File: src/rtl/seg_scan_driver_pkg.sv
// Shared definitions for the seven-segment scan driver.
//   scan_state_e  : per-slot FSM states (GAP = all-off gap, SHOW = digit lit)
//   SEG_0..SEG_F  : abcdefg patterns (bit 6 = a, bit 0 = g), 1 = segment lit
//   an_on/an_off  : anode drive level for a lit / dark digit given its polarity
package seg_scan_driver_pkg;

    typedef enum logic {
        GAP  = 1'b0,
        SHOW = 1'b1
    } scan_state_e;

    localparam logic [6:0] SEG_0 = 7'b1111110;
    localparam logic [6:0] SEG_1 = 7'b0110000;
    localparam logic [6:0] SEG_2 = 7'b1101101;
    localparam logic [6:0] SEG_3 = 7'b1111001;
    localparam logic [6:0] SEG_4 = 7'b0110011;
    localparam logic [6:0] SEG_5 = 7'b1011011;
    localparam logic [6:0] SEG_6 = 7'b1011111;
    localparam logic [6:0] SEG_7 = 7'b1110000;
    localparam logic [6:0] SEG_8 = 7'b1111111;
    localparam logic [6:0] SEG_9 = 7'b1111011;
    localparam logic [6:0] SEG_A = 7'b1110111;
    localparam logic [6:0] SEG_B = 7'b0011111;
    localparam logic [6:0] SEG_C = 7'b1001110;
    localparam logic [6:0] SEG_D = 7'b0111101;
    localparam logic [6:0] SEG_E = 7'b1001111;
    localparam logic [6:0] SEG_F = 7'b1000111;

    function automatic logic an_on(input logic act_low);
        return ~act_low;
    endfunction

    function automatic logic an_off(input logic act_low);
        return act_low;
    endfunction

endpackage

File: src/rtl/seg_scan_driver_seg7.sv
// seg7_hex_decode: pure combinational hex nibble to abcdefg decoder.
//   nib : 4-bit hex value
//   seg : {a,b,c,d,e,f,g}, active-high
module seg7_hex_decode
    import seg_scan_driver_pkg::*;
(
    input  logic [3:0] nib,
    output logic [6:0] seg
);

    always_comb begin
        seg = SEG_0;
        case (nib)
            4'h0: seg = SEG_0;
            4'h1: seg = SEG_1;
            4'h2: seg = SEG_2;
            4'h3: seg = SEG_3;
            4'h4: seg = SEG_4;
            4'h5: seg = SEG_5;
            4'h6: seg = SEG_6;
            4'h7: seg = SEG_7;
            4'h8: seg = SEG_8;
            4'h9: seg = SEG_9;
            4'hA: seg = SEG_A;
            4'hB: seg = SEG_B;
            4'hC: seg = SEG_C;
            4'hD: seg = SEG_D;
            4'hE: seg = SEG_E;
            4'hF: seg = SEG_F;
            default: seg = SEG_0;
        endcase
    end

endmodule

File: src/rtl/seg_scan_driver.sv
// seg_scan_driver: time-multiplexed driver for a DIGITS-wide 7-segment bank.
//   clk, rst           : clock / async active-low reset
//   load_valid/ready   : word handshake; load_ready = no word pending
//   load_data, load_dp : nibble k and dp bit k belong to digit k (0 = rightmost)
//   blank_lz           : live leading-zero suppression enable
//   a..g, dp           : registered segment / decimal point outputs, active-high
//   an                 : registered digit enables, polarity from AN_ACT_LOW
//   frame_tick         : high during the last SHOW cycle of the last digit
// A loaded word waits in a shadow register and is copied into the displayed
// (active) register only on the frame boundary edge, so a frame never mixes words.
module seg_scan_driver
    import seg_scan_driver_pkg::*;
#(
    parameter int DIGITS     = 4,
    parameter int PRESCALE   = 1000,
    parameter int BLANK_GAP  = 2,
    parameter int AN_ACT_LOW = 1
) (
    input  logic                  clk,
    input  logic                  rst,
    input  logic                  load_valid,
    output logic                  load_ready,
    input  logic [4*DIGITS-1:0]   load_data,
    input  logic [DIGITS-1:0]     load_dp,
    input  logic                  blank_lz,
    output logic                  a,
    output logic                  b,
    output logic                  c,
    output logic                  d,
    output logic                  e,
    output logic                  f,
    output logic                  g,
    output logic                  dp,
    output logic [DIGITS-1:0]     an,
    output logic                  frame_tick
);

    localparam int CNT_MAX = (PRESCALE > BLANK_GAP) ? PRESCALE : BLANK_GAP;
    localparam int CW      = $clog2(CNT_MAX + 1);
    localparam int IW      = (DIGITS > 1) ? $clog2(DIGITS) : 1;
    localparam logic [CW-1:0] SHOW_LAST = CW'(PRESCALE - 1);
    localparam logic [CW-1:0] GAP_LAST  = (BLANK_GAP > 0) ? CW'(BLANK_GAP - 1) : '0;
    localparam logic [IW-1:0] IDX_LAST  = IW'(DIGITS - 1);
    // With no gap the slot restarts directly in SHOW.
    localparam scan_state_e   SLOT_START = (BLANK_GAP > 0) ? GAP : SHOW;
    localparam logic          ACT_LOW    = (AN_ACT_LOW != 0);

    scan_state_e            state, state_nx;
    logic [IW-1:0]          idx, idx_nx;
    logic [CW-1:0]          cnt, cnt_nx;

    logic [DIGITS-1:0][3:0] shadow, active;
    logic [DIGITS-1:0]      shadow_dp, active_dp;
    logic                   pending;

    logic [DIGITS-1:0][6:0] dec_seg;
    logic [DIGITS-1:0]      blank;
    logic                   keep;
    logic                   lit;

    logic [DIGITS-1:0]      an_d, an_q;
    logic [6:0]             seg_d, seg_q;
    logic                   dp_d, dp_q;

    // ---------------- FSM: state register ----------------
    always_ff @(posedge clk or negedge rst) begin
        if (!rst) begin
            state <= SLOT_START;
            idx   <= '0;
            cnt   <= '0;
        end else begin
            state <= state_nx;
            idx   <= idx_nx;
            cnt   <= cnt_nx;
        end
    end

    // ---------------- FSM: next state ----------------
    always_comb begin
        state_nx = state;
        idx_nx   = idx;
        cnt_nx   = cnt + CW'(1);
        case (state)
            GAP: begin
                if (cnt == GAP_LAST) begin
                    state_nx = SHOW;
                    cnt_nx   = '0;
                end
            end
            SHOW: begin
                if (cnt == SHOW_LAST) begin
                    state_nx = SLOT_START;
                    cnt_nx   = '0;
                    idx_nx   = (idx == IDX_LAST) ? '0 : idx + IW'(1);
                end
            end
            default: begin
                state_nx = SLOT_START;
                cnt_nx   = '0;
            end
        endcase
    end

    // ---------------- FSM: outputs ----------------
    always_comb begin
        // Gated with rst so the pulse is low while reset is held, even for
        // single-cycle-frame parameter sets.
        frame_tick = rst && (state == SHOW) && (cnt == SHOW_LAST) && (idx == IDX_LAST);
        lit        = (state == SHOW) && !blank[idx];
        an_d       = {DIGITS{an_off(ACT_LOW)}};
        seg_d      = '0;
        dp_d       = 1'b0;
        if (lit) begin
            an_d[idx] = an_on(ACT_LOW);
            seg_d     = dec_seg[idx];
            dp_d      = active_dp[idx];
        end
    end

    // ---------------- load handshake / frame-synchronous update ----------------
    assign load_ready = ~pending;

    always_ff @(posedge clk or negedge rst) begin
        if (!rst) begin
            shadow    <= '0;
            shadow_dp <= '0;
            active    <= '0;
            active_dp <= '0;
            pending   <= 1'b0;
        end else if (frame_tick && pending) begin
            active    <= shadow;
            active_dp <= shadow_dp;
            pending   <= 1'b0;
        end else if (load_valid && load_ready) begin
            shadow    <= load_data;
            shadow_dp <= load_dp;
            pending   <= 1'b1;
        end
    end

    // ---------------- leading-zero mask ----------------
    // Walk from the top digit down; once a nonzero nibble or a lit dp is seen,
    // that digit and everything below it stays visible. Digit 0 never blanks.
    always_comb begin
        blank = '0;
        keep  = ~blank_lz;
        for (int k = DIGITS - 1; k >= 1; k--) begin
            keep     = keep | (|active[k]) | active_dp[k];
            blank[k] = ~keep;
        end
    end

    for (genvar gi = 0; gi < DIGITS; gi++) begin : g_dec
        seg7_hex_decode u_dec (
            .nib (active[gi]),
            .seg (dec_seg[gi])
        );
    end

    // ---------------- output registers ----------------
    always_ff @(posedge clk or negedge rst) begin
        if (!rst) begin
            an_q  <= {DIGITS{an_off(ACT_LOW)}};
            seg_q <= '0;
            dp_q  <= 1'b0;
        end else begin
            an_q  <= an_d;
            seg_q <= seg_d;
            dp_q  <= dp_d;
        end
    end

    assign {a, b, c, d, e, f, g} = seg_q;
    assign dp = dp_q;
    assign an = an_q;

endmodule

File: config.mk
export PLATFORM = sky130hd
export DESIGN_NAME = seg_scan_driver
export DESIGN_NICKNAME = d
export VERILOG_FILES = /design/src/rtl/seg_scan_driver_pkg.sv /design/src/rtl/seg_scan_driver_seg7.sv /design/src/rtl/seg_scan_driver.sv
export SDC_FILE = /design/constraint.sdc
export NUM_CORES = 1
export LEC_CHECK = 0
export BUFFER_PORTS_ARGS = -buffer_cell sky130_fd_sc_hd__clkbuf_2
export CAP_MARGIN = 40
export CORE_UTILIZATION = 54
export DETAILED_ROUTE_END_ITERATION = 7
export GPL_TIMING_DRIVEN = 0
export PLACE_DENSITY_LB_ADDON = 0.08
export SLEW_MARGIN = 20
export SYNTH_ARGS = -nofsm -noshare
export SYNTH_HDL_FRONTEND = slang
export SYNTH_SLANG_ARGS = --single-unit
File: constraint.sdc
create_clock -name clk -period 1.66 [get_ports clk]
set_input_delay 0.083 -clock clk [delete_from_list [all_inputs] [get_ports clk]]
set_output_delay 0.083 -clock clk [all_outputs]
set_load 0.05 [all_outputs]
==> reports/qor.txt <==
Clock Power Share = 39.2%
initial antenna violation count = 0
Crit path buffers/inverters = 3
PortBufs = 37
GRT Overall Usage = 26.5%
Logic pwr share = 5.9%
via count = 3032
Max Fclk = 523 MHz
post-DP HPWL = 5.50 mm
clk slew on worst S/H paths = 0.07 ns
Yosys reg bits = 66
first-pass GRT wire length = 14.7 mm
Hold Fails Final Rpt = 0
status = finished, violations left
sequential area share after synthesis = 43.5%
Ant. Diodes = 0
Placement Rows = 30
total power draw = 3.09 mW
Sink Count = 66
CP top delay family = buffers and inverters
Critical Path Sink Type = register
Worst EP required = 1.87 ns
first drt pass iteration count = 4
failing checks = negative setup slack
CTS tree = done
Post-synth ARST share = 100%
worst skew pair latency = 0.35 ns
Worst EP arrival = 2.13 ns
final setup violation count = 33
Setup CP Type = reg -> reg
Post-Syn Instances = 333
drt initial violations = 205
Peak VDD IR = 475 µV
Startpoint Class = register
Max Cap Viol = 0
synth warn = 0
unrepaired setup endpoints after global routing = true
cell area after synthesis = 3810 µm²
boundary pin count = 38
reported net switching power = 0.693 mW
post-synth cell types = 49
# DRC = 0
fin worst setup slack = -0.254 ns
nets = 496
CTS Buf Count = 9
top cells by area, synth = dfrtp_1 41%, mux2_2 14%, ha_1 8.5%
Slew Limit Fails = 0
vias in the first global route = 2964
Synth top area share = 40.8%
GPL Wtd Cong = 0.845
internal power = 2.40 mW
Rel. slew slack = 67.9%
Sw Share = 22.4%
core area = 6790 µm²
post-route minimum period = 1.91 ns
Synth area leader = dfrtp_1
area delta synth->final = 39.4%
total grt overflow = 0
Slowest-stage cell, CP = dfrtp_2
Initial Util = 56.0%
worst hold-check path type = in -> reg
crit-path max cell delay = 0.43 ns
Routed WL = 9.69 mm
largest net degree at the start of global routing = 42
PD cells = 583 nW/µm²
Worst-Margin Slew = 0.481 ns
layout cells sized above 1 = 46.1%
Lkg Pwr = 2.35 nW
sequential share of power = 54.8%
Post-Syn Nets = 383
EDFF count, synth = 0
Cell Chain, Critical Path = inv_2, ha_4, nor4b_4, nand4_1, buf_4, a211oi_4, buf_6, a2111oi_4
routed len/inst = 17.7 µm
crit path max fanout = 4
Syn Area/Cell = 11.4 µm²
final period utilization = 115%
Synth Flop Type = dfrtp_1
Clock Tree Root = clkbuf_8
post-route setup TNS = -4.26 ns
clk buf depth = 2
Die Footprint = 7390 µm²
Via-to-Cell Ratio = 5.54
DRT antenna net count = 0
Die Y-Extent = 86.0 µm
Max H-tree Level = 3
Layout Skew = 0.00448 ns
die width = 86.0 µm
[final cells by class]
| type | count | area [µm²] |
|---|---|---|
| multi-input combinational | 229 | 2330 |
| timing repair buffer | 102 | 832 |
| fill | 432 | 1490 |
| inverter | 21 | 81.3 |
| sequential | 66 | 1660 |
| tap | 96 | 120 |
| buffer | 17 | 113 |
| clock inverter | 3 | 15.0 |
| clock buffer | 13 | 159 |
[power by group through the flow]
| stage | logic, mW | registers, mW | clock network, mW |
|---|---|---|---|
| floorplan | 0.0516 | 1.71 | 0 |
| global placement | 0.109 | 1.72 | 0 |
| detailed placement | 0.120 | 1.72 | 0 |
| CTS | 0.168 | 1.69 | 1.23 |
| global route | 0.201 | 1.70 | 1.31 |
| finish | 0.184 | 1.69 | 1.21 |
[registers in the layout, summed over array words and instances, names as in the netlist, 2 cells and up]
| signal | flops |
|---|---|
| idx | 2 |
| an | 4 |
| shadow_dp | 4 |
| shadow | 16 |
| cnt | 10 |
| seg_q | 7 |
| active_dp | 4 |
| active | 16 |
[stage by stage]
stage / cell area, µm² / setup slack, ns / std cells / util (%) / hold slack (ns)
finish: 5310 / -0.254 / 547 / 78.1 / 0.291
global route: 5310 / -0.303 / 547 / 78.1 / 0.318
CTS: 5090 / -0.186 / 535 / 74.9 / 0.276
detailed placement: 4160 / -0.482 / 467 / 61.3 / 0.0532
global placement: 4140 / -0.954 / 466 / 60.9 / 0.312
floorplan: 3830 / -0.0414 / 333 / - / -0.213
[final timing paths]
| check | slack, ns | start | end | cells past startpoint |
|---|---|---|---|---|
| hold / removal | 0.29 | blank_lz | an[0] | 4 |
| hold reg to reg | 0.51 | shadow[3] | active[3] | 1 |
| setup reg to reg | -0.25 | active[8] | seg_q[0] | 8 |
| max in group asynchronous | 0.99 | rst | an[1] | 4 |
| setup / recovery | -0.25 | active[8] | seg_q[0] | 8 |
| min in group asynchronous | 0.44 | rst | active[13] | 3 |
[layer usage]
layer | vias up | part of all wire [%] | track usage, %
met3 | 23 | 4.4 | 4.33
met5 | - | 0 | 0
met2 | 93 | 49 | 41.7
met4 | 0 | 3.4 | 13.5
met1 | 1495 | 43 | 35.4
li1 | 1421 | - | -
[kinds of logic (layout without fill, tap and decap cells)]
family / Yosys count / in the layout / share of synthesized area (%)
AO/OA/AOI/OAI: 45 / 45 / 8.78
AND/OR/NAND/NOR: 85 / 85 / 12.2
flip-flops: 66 / 66 / 43.5
buffers and inverters: 38 / 156 / 4.57
adder cells (fa/ha/maj): 26 / 26 / 8.55
multiplexers: 65 / 65 / 20.6
XOR/XNOR: 8 / 8 / 1.84
[cells in the final DEF, fill, tap and decap left out, drive strengths merged, types with 3 or more instances in the layout]
cell	n
a2111oi	3
a21oi	3
a221oi	6
a31oi	7
and2	4
and3	3
buf	53
clkbuf	56
clkinv	3
dfrtp	62
dfstp	4
dlygate4sd3	23
ha	26
inv	21
mux2	46
mux2i	13
mux4	6
nand2	13
nand3	9
nand4	3
nor2	24
nor2b	9
nor3	7
nor4	3
o21ai	3
o21bai	6
o22ai	4
xnor2	6
[worst reg2reg max path: cells and delay by family, from the launching register on]
family	cells	cell delay (ns)
flip-flops	1	0.43
adder cells (fa/ha/maj)	1	0.14
AO/OA/AOI/OAI	2	0.33
AND/OR/NAND/NOR	2	0.41
buffers and inverters	3	0.46
[Yosys cell counts (all sizes together), types with 3 or more instances]
| master | n |
|---|---|
| mux4 | 6 |
| inv | 21 |
| buf | 12 |
| clkbuf | 5 |
| a221oi | 6 |
| a21oi | 3 |
| o21ai | 3 |
| mux2 | 46 |
| nor2 | 24 |
| dfstp | 4 |
| nor4 | 3 |
| ha | 26 |
| xnor2 | 6 |
| nand2 | 13 |
| a31oi | 7 |
| a2111oi | 3 |
| nand3 | 9 |
| o21bai | 6 |
| mux2i | 13 |
| o22ai | 4 |
| and3 | 3 |
| nor2b | 9 |
| and2 | 4 |
| dfrtp | 62 |
| nand4 | 3 |
| nor3 | 7 |
[what timing repair did]
item                                    CTS  global route
hold buffers                             23             3
resized for setup                        69            27
pin swaps                                16            14
endpoints found under the setup margin   44            53
setup buffers                            27             9
gates cloned                              2             1
endpoints found under the hold margin    47            66
Note: power is estimated with default switching activity, not from simulation.
